==> src/rtl/wb_stage_pipe.sv <==
// wb_stage_pipe: registered writeback stage between MEM and the register file.
// Accepts one instruction per valid/ready handshake. A load whose data has not
// arrived is parked in WAIT_MEM until mem_rvalid. The stage then extracts the
// byte or half with sign or zero extension, suppresses writes to x0 and
// supports flush.
// Optional feature: define WB_RETIRE_CNT_EN to add a 64-bit retire counter
// (retire_cnt port).
// Ports:
//   clk, reset             clock, synchronous active-high reset
//   in_valid / in_ready    handshake from MEM (ready only in IDLE)
//   flush_in               drop pending load, return to IDLE
//   Ctl_*_in, jal_in, jalr_in, funct3_in, PC_in, Rd_in, ALUresult_in
//                          instruction payload from MEM
//   mem_rvalid, mem_rdata  load data return (may lag accept)
//   Ctl_RegWrite_out, Rd_out, WriteDatatoReg_out
//                          register file write port (one-cycle strobe)
//   retire_cnt             retired instruction count (WB_RETIRE_CNT_EN only)
module wb_stage_pipe #(
  parameter int unsigned XLEN       = 32,
  parameter int unsigned REG_ADDR_W = 5,
  parameter int unsigned PC_INC     = 4
) (
  input  logic                  clk,
  input  logic                  reset,
  input  logic                  in_valid,
  output logic                  in_ready,
  input  logic                  flush_in,
  input  logic                  Ctl_RegWrite_in,
  input  logic                  Ctl_MemtoReg_in,
  input  logic                  jal_in,
  input  logic                  jalr_in,
  input  logic [2:0]            funct3_in,
  input  logic [XLEN-1:0]       PC_in,
  input  logic [REG_ADDR_W-1:0] Rd_in,
  input  logic [XLEN-1:0]       ALUresult_in,
  input  logic                  mem_rvalid,
  input  logic [XLEN-1:0]       mem_rdata,
  output logic                  Ctl_RegWrite_out,
  output logic [REG_ADDR_W-1:0] Rd_out,
  output logic [XLEN-1:0]       WriteDatatoReg_out
`ifdef WB_RETIRE_CNT_EN
  ,
  output logic [63:0]           retire_cnt
`endif
);

  typedef enum logic [0:0] {IDLE = 1'b0, WAIT_MEM = 1'b1} state_t;

  state_t                state;
  logic                  pend_we;
  logic [REG_ADDR_W-1:0] pend_rd;
  logic [2:0]            pend_f3;
  logic [1:0]            pend_off;

  logic                  accept_c;
  logic                  park_c;
  logic                  retire_c;
  logic                  ret_we_c;
  logic [REG_ADDR_W-1:0] ret_rd_c;
  logic [XLEN-1:0]       ret_data_c;

  // Writeback value selection: load extract > link > ALU result.
  function automatic logic [XLEN-1:0] wb_result(
    input logic            memtoreg,
    input logic            link,
    input logic [2:0]      f3,
    input logic [1:0]      off,
    input logic [XLEN-1:0] pc,
    input logic [XLEN-1:0] alu,
    input logic [XLEN-1:0] rdata
  );
    logic [7:0]      b;
    logic [15:0]     h;
    logic [XLEN-1:0] r;
    b = rdata[{off, 3'b000} +: 8];
    h = rdata[{off[1], 4'b0000} +: 16];
    if (memtoreg) begin
      case (f3)
        3'b000:  r = {{(XLEN-8){b[7]}}, b};
        3'b001:  r = {{(XLEN-16){h[15]}}, h};
        3'b100:  r = XLEN'(b);
        3'b101:  r = XLEN'(h);
        default: r = rdata;
      endcase
    end else if (link) begin
      r = pc + XLEN'(PC_INC);
    end else begin
      r = alu;
    end
    return r;
  endfunction

  // Decide this cycle's action; flush and reset suppress everything.
  always_comb begin
    accept_c   = 1'b0;
    park_c     = 1'b0;
    retire_c   = 1'b0;
    ret_we_c   = 1'b0;
    ret_rd_c   = '0;
    ret_data_c = '0;
    if (!reset && !flush_in) begin
      if (state == IDLE) begin
        accept_c = in_valid;
        park_c   = in_valid && Ctl_MemtoReg_in && !mem_rvalid;
        retire_c = accept_c && !park_c;
        ret_we_c = Ctl_RegWrite_in;
        ret_rd_c = Rd_in;
        ret_data_c = wb_result(Ctl_MemtoReg_in, jal_in | jalr_in, funct3_in,
                               ALUresult_in[1:0], PC_in, ALUresult_in, mem_rdata);
      end else begin
        retire_c = mem_rvalid;
        ret_we_c = pend_we;
        ret_rd_c = pend_rd;
        ret_data_c = wb_result(1'b1, 1'b0, pend_f3, pend_off,
                               XLEN'(0), XLEN'(0), mem_rdata);
      end
    end
  end

  // FSM, parked-load registers and registered write port.
  always_ff @(posedge clk) begin
    if (reset) begin
      state              <= IDLE;
      in_ready           <= 1'b1;
      pend_we            <= 1'b0;
      pend_rd            <= '0;
      pend_f3            <= '0;
      pend_off           <= '0;
      Ctl_RegWrite_out   <= 1'b0;
      Rd_out             <= '0;
      WriteDatatoReg_out <= '0;
    end else if (flush_in) begin
      state            <= IDLE;
      in_ready         <= 1'b1;
      Ctl_RegWrite_out <= 1'b0;
    end else begin
      Ctl_RegWrite_out <= 1'b0;
      case (state)
        IDLE: begin
          if (park_c) begin
            state    <= WAIT_MEM;
            in_ready <= 1'b0;
            pend_we  <= Ctl_RegWrite_in;
            pend_rd  <= Rd_in;
            pend_f3  <= funct3_in;
            pend_off <= ALUresult_in[1:0];
          end
        end
        WAIT_MEM: begin
          if (mem_rvalid) begin
            state    <= IDLE;
            in_ready <= 1'b1;
          end
        end
        default: begin
          state    <= IDLE;
          in_ready <= 1'b1;
        end
      endcase
      if (retire_c) begin
        Ctl_RegWrite_out   <= ret_we_c && (ret_rd_c != '0);
        Rd_out             <= ret_rd_c;
        WriteDatatoReg_out <= ret_data_c;
      end
    end
  end

`ifdef WB_RETIRE_CNT_EN
  // Counts every retirement, including x0 writes; wraps naturally.
  always_ff @(posedge clk) begin
    if (reset) begin
      retire_cnt <= '0;
    end else if (retire_c) begin
      retire_cnt <= retire_cnt + 64'd1;
    end
  end
`else
  // No retire counter in this build.
`endif

endmodule

==> config.mk <==
export PLATFORM = sky130hd
export DESIGN_NAME = wb_stage_pipe
export DESIGN_NICKNAME = d
export VERILOG_FILES = /design/src/rtl/wb_stage_pipe.sv
export SDC_FILE = /design/constraint.sdc
export NUM_CORES = 1
export LEC_CHECK = 0
export BUFFER_PORTS_ARGS = -buffer_cell sky130_fd_sc_hd__buf_2
export CAP_MARGIN = 10
export CORE_MARGIN = 3
export CORE_UTILIZATION = 40
export DETAILED_ROUTE_END_ITERATION = 8
export HOLD_SLACK_MARGIN = 0.02
export MAX_ROUTING_LAYER = met4
export PLACE_DENSITY_LB_ADDON = 0.08
export SKIP_LAST_GASP = 1
export SLEW_MARGIN = 25
export SYNTH_ARGS = -nofsm -noshare
export SYNTH_HDL_FRONTEND = slang
export SYNTH_SLANG_ARGS = --single-unit
==> constraint.sdc <==
create_clock -name clk -period 2.8 [get_ports clk]
set_input_delay 0.84 -clock clk [delete_from_list [all_inputs] [get_ports clk]]
set_output_delay 0.84 -clock clk [all_outputs]
set_load 0.01 [all_outputs]
== Word-level counts from Yosys, hierarchy flattened ==
Cells that the tools add are included.

* Add/sub/neg operators: 1
* Equality and inequality tests: 8
* Shift-type cells: 4
* Mux-type cells: 20
* Bitwise gates (word level): 4
* Reductions and logical operators: 17

{| class="wikitable"
|+ Operators by type and width
! cell !! count
|-
| 32-bit one-hot mux with 4 select lines || 2
|-
| 32-bit 2-to-1 mux || 4
|-
| 32-bit by 6-bit variable part select with 16-bit output || 2
|-
| 32-bit by 6-bit variable part select with 8-bit output || 2
|-
| 32-bit by 3-bit adder with 32-bit output, second input constant || 1
|-
| 3-bit == test, second input constant || 4
|-
| 1-bit 2-to-1 mux || 10
|-
| 5-bit 2-to-1 mux || 2
|-
| 3-bit by 1-bit == test with 1-bit output, second input constant || 2
|-
| 3-bit zero test || 2
|-
| 1-bit logical AND || 5
|-
| 5-bit nonzero test || 1
|-
| 1-bit zero test || 4
|-
| 2-bit != test, second input constant || 2
|-
| 1-bit one-hot mux with 2 select lines || 2
|-
| 2-bit AND reduction || 2
|-
| 1-bit inverter || 3
|-
| 3-bit AND reduction || 1
|-
| 3-bit OR reduction || 1
|-
| 2-bit OR reduction || 1
|-
| 1-bit bitwise OR || 1
|}

* Flip-flop bits (word level): 51
* Bits of input ports: 113
* Word-level logic and storage cells: 63

== Depth between registers and ports, before layout ==
* Depth after elaboration: 8
* Gate-level depth with buffers: 7
* Gate-level depth less buffers: 6

== Least setup slack after synthesis ==
No wires, ideal clock.

* Path type: input-to-reg
* From: input PC_in[2]
* To: register WriteDatatoReg_out[26]
* Library setup time: 0.133 ns
* Data arrival time: 2.431 ns
* Path slack: 0.236 ns
* Stages: 7
* Path buffers: 1
* Path through: ha_1 nand3_1 clkbuf_1 or4_4 o41a_1 o21ai_0 a32oi_1

* Longest elaborated chain between the ends: 5

{| class="wikitable"
|+ RTL lines
! what !! RTL line !! text
|-
| start, declared || 33 || <nowiki>input logic [XLEN-1:0] PC_in,</nowiki>
|-
| 32-bit by 3-bit adder with 32-bit output || 86 || <nowiki>r = pc + XLEN'(PC_INC);</nowiki>
|-
| 32-bit 2-to-1 mux || 85 || <nowiki>end else if (link) begin</nowiki>
|-
| 32-bit 2-to-1 mux || 77 || <nowiki>if (memtoreg) begin</nowiki>
|-
| 32-bit 2-to-1 mux || 102 || <nowiki>if (state == IDLE) begin</nowiki>
|-
| 32-bit 2-to-1 mux || 101 || <nowiki>if (!reset && !flush_in) begin</nowiki>
|-
| end signal, assigned || 163 || <nowiki>WriteDatatoReg_out <= ret_data_c;</nowiki>
|-
| end, declared || 40 || <nowiki>output logic [XLEN-1:0] WriteDatatoReg_out</nowiki>
|}

No other way between the ends.
A chain may end at the register's enable or synchronous reset.

== Final worst setup path ==
Same ends and word-level chain as after synthesis.

==> flow_metrics.tcl <==
set metrics [dict create \
    status "completed" \
    seqPwrFrac 0.400 \
    numCtsBuffers 5 \
    grt_start_max_net_pins 32 \
    worst_setup_path_end_kind "register" \
    crit_path_max_fanout 5 \
    drv_slew 0 \
    antenna_found_initial 1 \
    post-cts-setup-buffer-count 0 \
    seq_area_frac_synth 0.229 \
    synth_ff_type "dfxtp_1" \
    die_h_um 111 \
    hold_violations 0 \
    post-dp-hpwl_mm 14.6 \
    finalPower_mw 1.93 \
    path_cells "buf_2, ha_1, nand3_1, or4_4, o41a_1, o21ai_0, a32oi_1" \
    drt_pass1_iterations 5 \
    max_stage_delay_ps 570 \
    fp-row-count 37 \
    area_delta_synth_final_pct 26.7 \
    clkLatencyLatePin_ps 330 \
    dr_total_vias 5640 \
    rsz0062_at_grt "false" \
    max-vdd-ir-drop_mv 0.180 \
    final_cell_area_mm2 0.00564 \
    clock.fmax_ghz 0.411 \
    fin_tns_setup_ps 0 \
    startpoint_type "primary input" \
    io_pins 152 \
    post-route-util 0.534 \
    initialDrtViolationCount 476 \
    regArea_mm2 0.00102 \
    path_depth 7 \
    final_nets 893 \
    p_sw_mw 0.670 \
    initial_utilization 0.422 \
    synth_cells 623 \
    cts_hold_buf 0 \
    detail-route-antenna-nets 0 \
    grt-ovfl-total 0 \
    multi_input_area_mm2 0.00315 \
    p_per_area_mw_per_mm2 342 \
    cts_buffer_depth 2 \
    layout_common_cells "151 x buf_2, 82 x nand2_1, 77 x o21ai_0" \
    fin_cells 917 \
    critPathKind "primary input to register" \
    fin_crit_ps 2430 \
    wire_per_inst_um 20.8 \
    finalCritPeriodShare 0.868 \
    clkSlewWorstSetupHoldPaths_ps 110 \
    grt_pass1_wl_mm 29.6 \
    p_leak_nw 2.34 \
    cp_data_required_time_ps 3010 \
    dp_cells 908 \
    yosys_warnings 0 \
    worst_ep_arrival_time_ps 2640 \
    netlist_area_mm2 0.00445 \
    cts_root_buffer "clkbuf_8" \
    cts_resized 0 \
    hold_path_depth 2 \
    p_sw_frac 0.347 \
    min_path_type "register to register" \
    grt_use_total 0.305 \
    die_area_mm2 0.0124 \
    htreeDepth 2 \
    ys_ff_latch 51 \
    setup_viol 0 \
    synth_cell_type_count 70 \
    fp.coreArea_mm2 0.0106 \
    mostFrequentLayoutCell "buf_2" \
    drv_cap 0 \
    fill_cells 1062 \
    die_x_um 111 \
    worstMarginPinSlew_ps 624 \
    wirelength_mm 19.0 \
    drive_gt1_frac 0.300 \
    syn_avg_cell_area_um2 7.15 \
    synth-async-reset-ratio 0 \
    drc_errors 0 \
    synth-edff-count 0 \
    p_clk_frac 0.297 \
    crit_family "simple AND/OR/NAND/NOR gates" \
    path_buf_inv 1 \
    dpl_cell_area_mm2 0.00552 \
    synth_nets 737 \
    power_frac_comb 0.303 \
    portBuffers 151 \
    cts_tree "built" \
    finalClockSkew_ps 7.45 \
    p_int_mw 1.26 \
    slew_headroom 0.584 \
    clock_sinks 51 \
    grt_pass1_vias 5380 \
    reg2reg_depth 6 \
    cpMaxStageDelayCell "or4_4" \
    via_per_inst 6.15 \
    place.gp.congestion 0.979 \
]
## worst min-delay path, stage by stage, from the launching register on
cell	delay, ps
dfxtp_1	330
nand2_1	50
o21ai_0	60
## metrics by stage
stage / worst slack, ps / hold slack (ps)
floorplan: 236 / 432
global placement: 58.7 / 442
detailed placement: 25.0 / 456
CTS: 372 / 473
global route: 149 / 489
finish: 370 / 470
## layer usage
layer  up-vias  GRT usage  share of wire
li1       2674          -              -
met1      2652      0.427           0.46
met2       281      0.458           0.45
met3        33     0.0397          0.077
met4         0     0.0916          0.021
met5         -          -              0
## registers in the layout, summed over array words and instances (netlist names)
register and cells:
pend_we 1, WriteDatatoReg_out 32, Ctl_RegWrite_out 1, in_ready 1
pend_f3 3, pend_off 2, state 1, pend_rd 5
Rd_out 5
## power by group through the flow
stage	Sequential, mW	Combinational (mW)	Clock (mW)
6_report	0.772	0.584	0.573
3_3_place_gp	0.787	0.564	0
3_5_place_dp	0.788	0.571	0
4_1_cts	0.772	0.573	0.587
2_1_floorplan	0.793	0.285	0
5_1_grt	0.776	0.635	0.607
## cell families (layout without fill, tap and decap cells)
kind of cell               after synthesis  count (layout)  share of synthesized area
AOI/OAI and AO/OA                      236             236                      0.353
DFF                                     51              51                      0.229
xor gates and xnor gates                10              10                     0.0197
other                                    0               1                          0
buffers and inverters                   74             231                     0.0646
muxes                                   37              37                     0.0930
adders and majority gates                1               1                    0.00281
and+or+nand+nor                        214             214                      0.237
## cell usage after synthesis (all sizes together) (4+ instances only)
cell | number | area share
or3 | 8 | 0.011
xnor2 | 5 | 0.0098
a221oi | 19 | 0.039
o21ai | 78 | 0.088
dfxtp | 51 | 0.23
mux2i | 20 | 0.045
nand2b | 6 | 0.0084
nand4 | 11 | 0.019
a31oi | 21 | 0.030
o31a | 5 | 0.0098
buf | 7 | 0.0081
a22oi | 4 | 0.0067
a221o | 4 | 0.0090
nand3 | 13 | 0.015
o211ai | 7 | 0.012
nor3 | 14 | 0.016
nor4 | 10 | 0.015
nand2 | 82 | 0.069
a211oi | 13 | 0.022
and3 | 5 | 0.0070
and2 | 10 | 0.014
or2 | 4 | 0.0056
nor2 | 38 | 0.032
clkbuf | 37 | 0.031
inv | 29 | 0.024
mux2 | 15 | 0.038
a32oi | 5 | 0.0098
a21oi | 35 | 0.040
o221ai | 7 | 0.014
xor2 | 5 | 0.0098
## path summary, 6_finish.rpt
kind	start	endpoint	slack, ps
hold / removal	pend_rd[0]$_SDFFE_PP0P_	pend_rd[0]$_SDFFE_PP0P_	470
setup reg to reg	pend_off[1]$_SDFFE_PP0P_	WriteDatatoReg_out[13]$_SDFFE_PP0P_	670
hold reg to reg	pend_rd[0]$_SDFFE_PP0P_	pend_rd[0]$_SDFFE_PP0P_	470
setup / recovery	PC_in[2]	WriteDatatoReg_out[26]$_SDFFE_PP0P_	370
## final cells by class
class,count,area share
Multi-Input combinational cell,498,0.558
Timing Repair Buffer,193,0.190
Sequential cell,51,0.181
Tap cell,136,0.0302
Inverter,30,0.0200
Clock buffer,5,0.0122
Clock inverter,3,0.00843
Antenna cell,1,0.000444
Note: power is estimated with default switching activity, not from simulation.
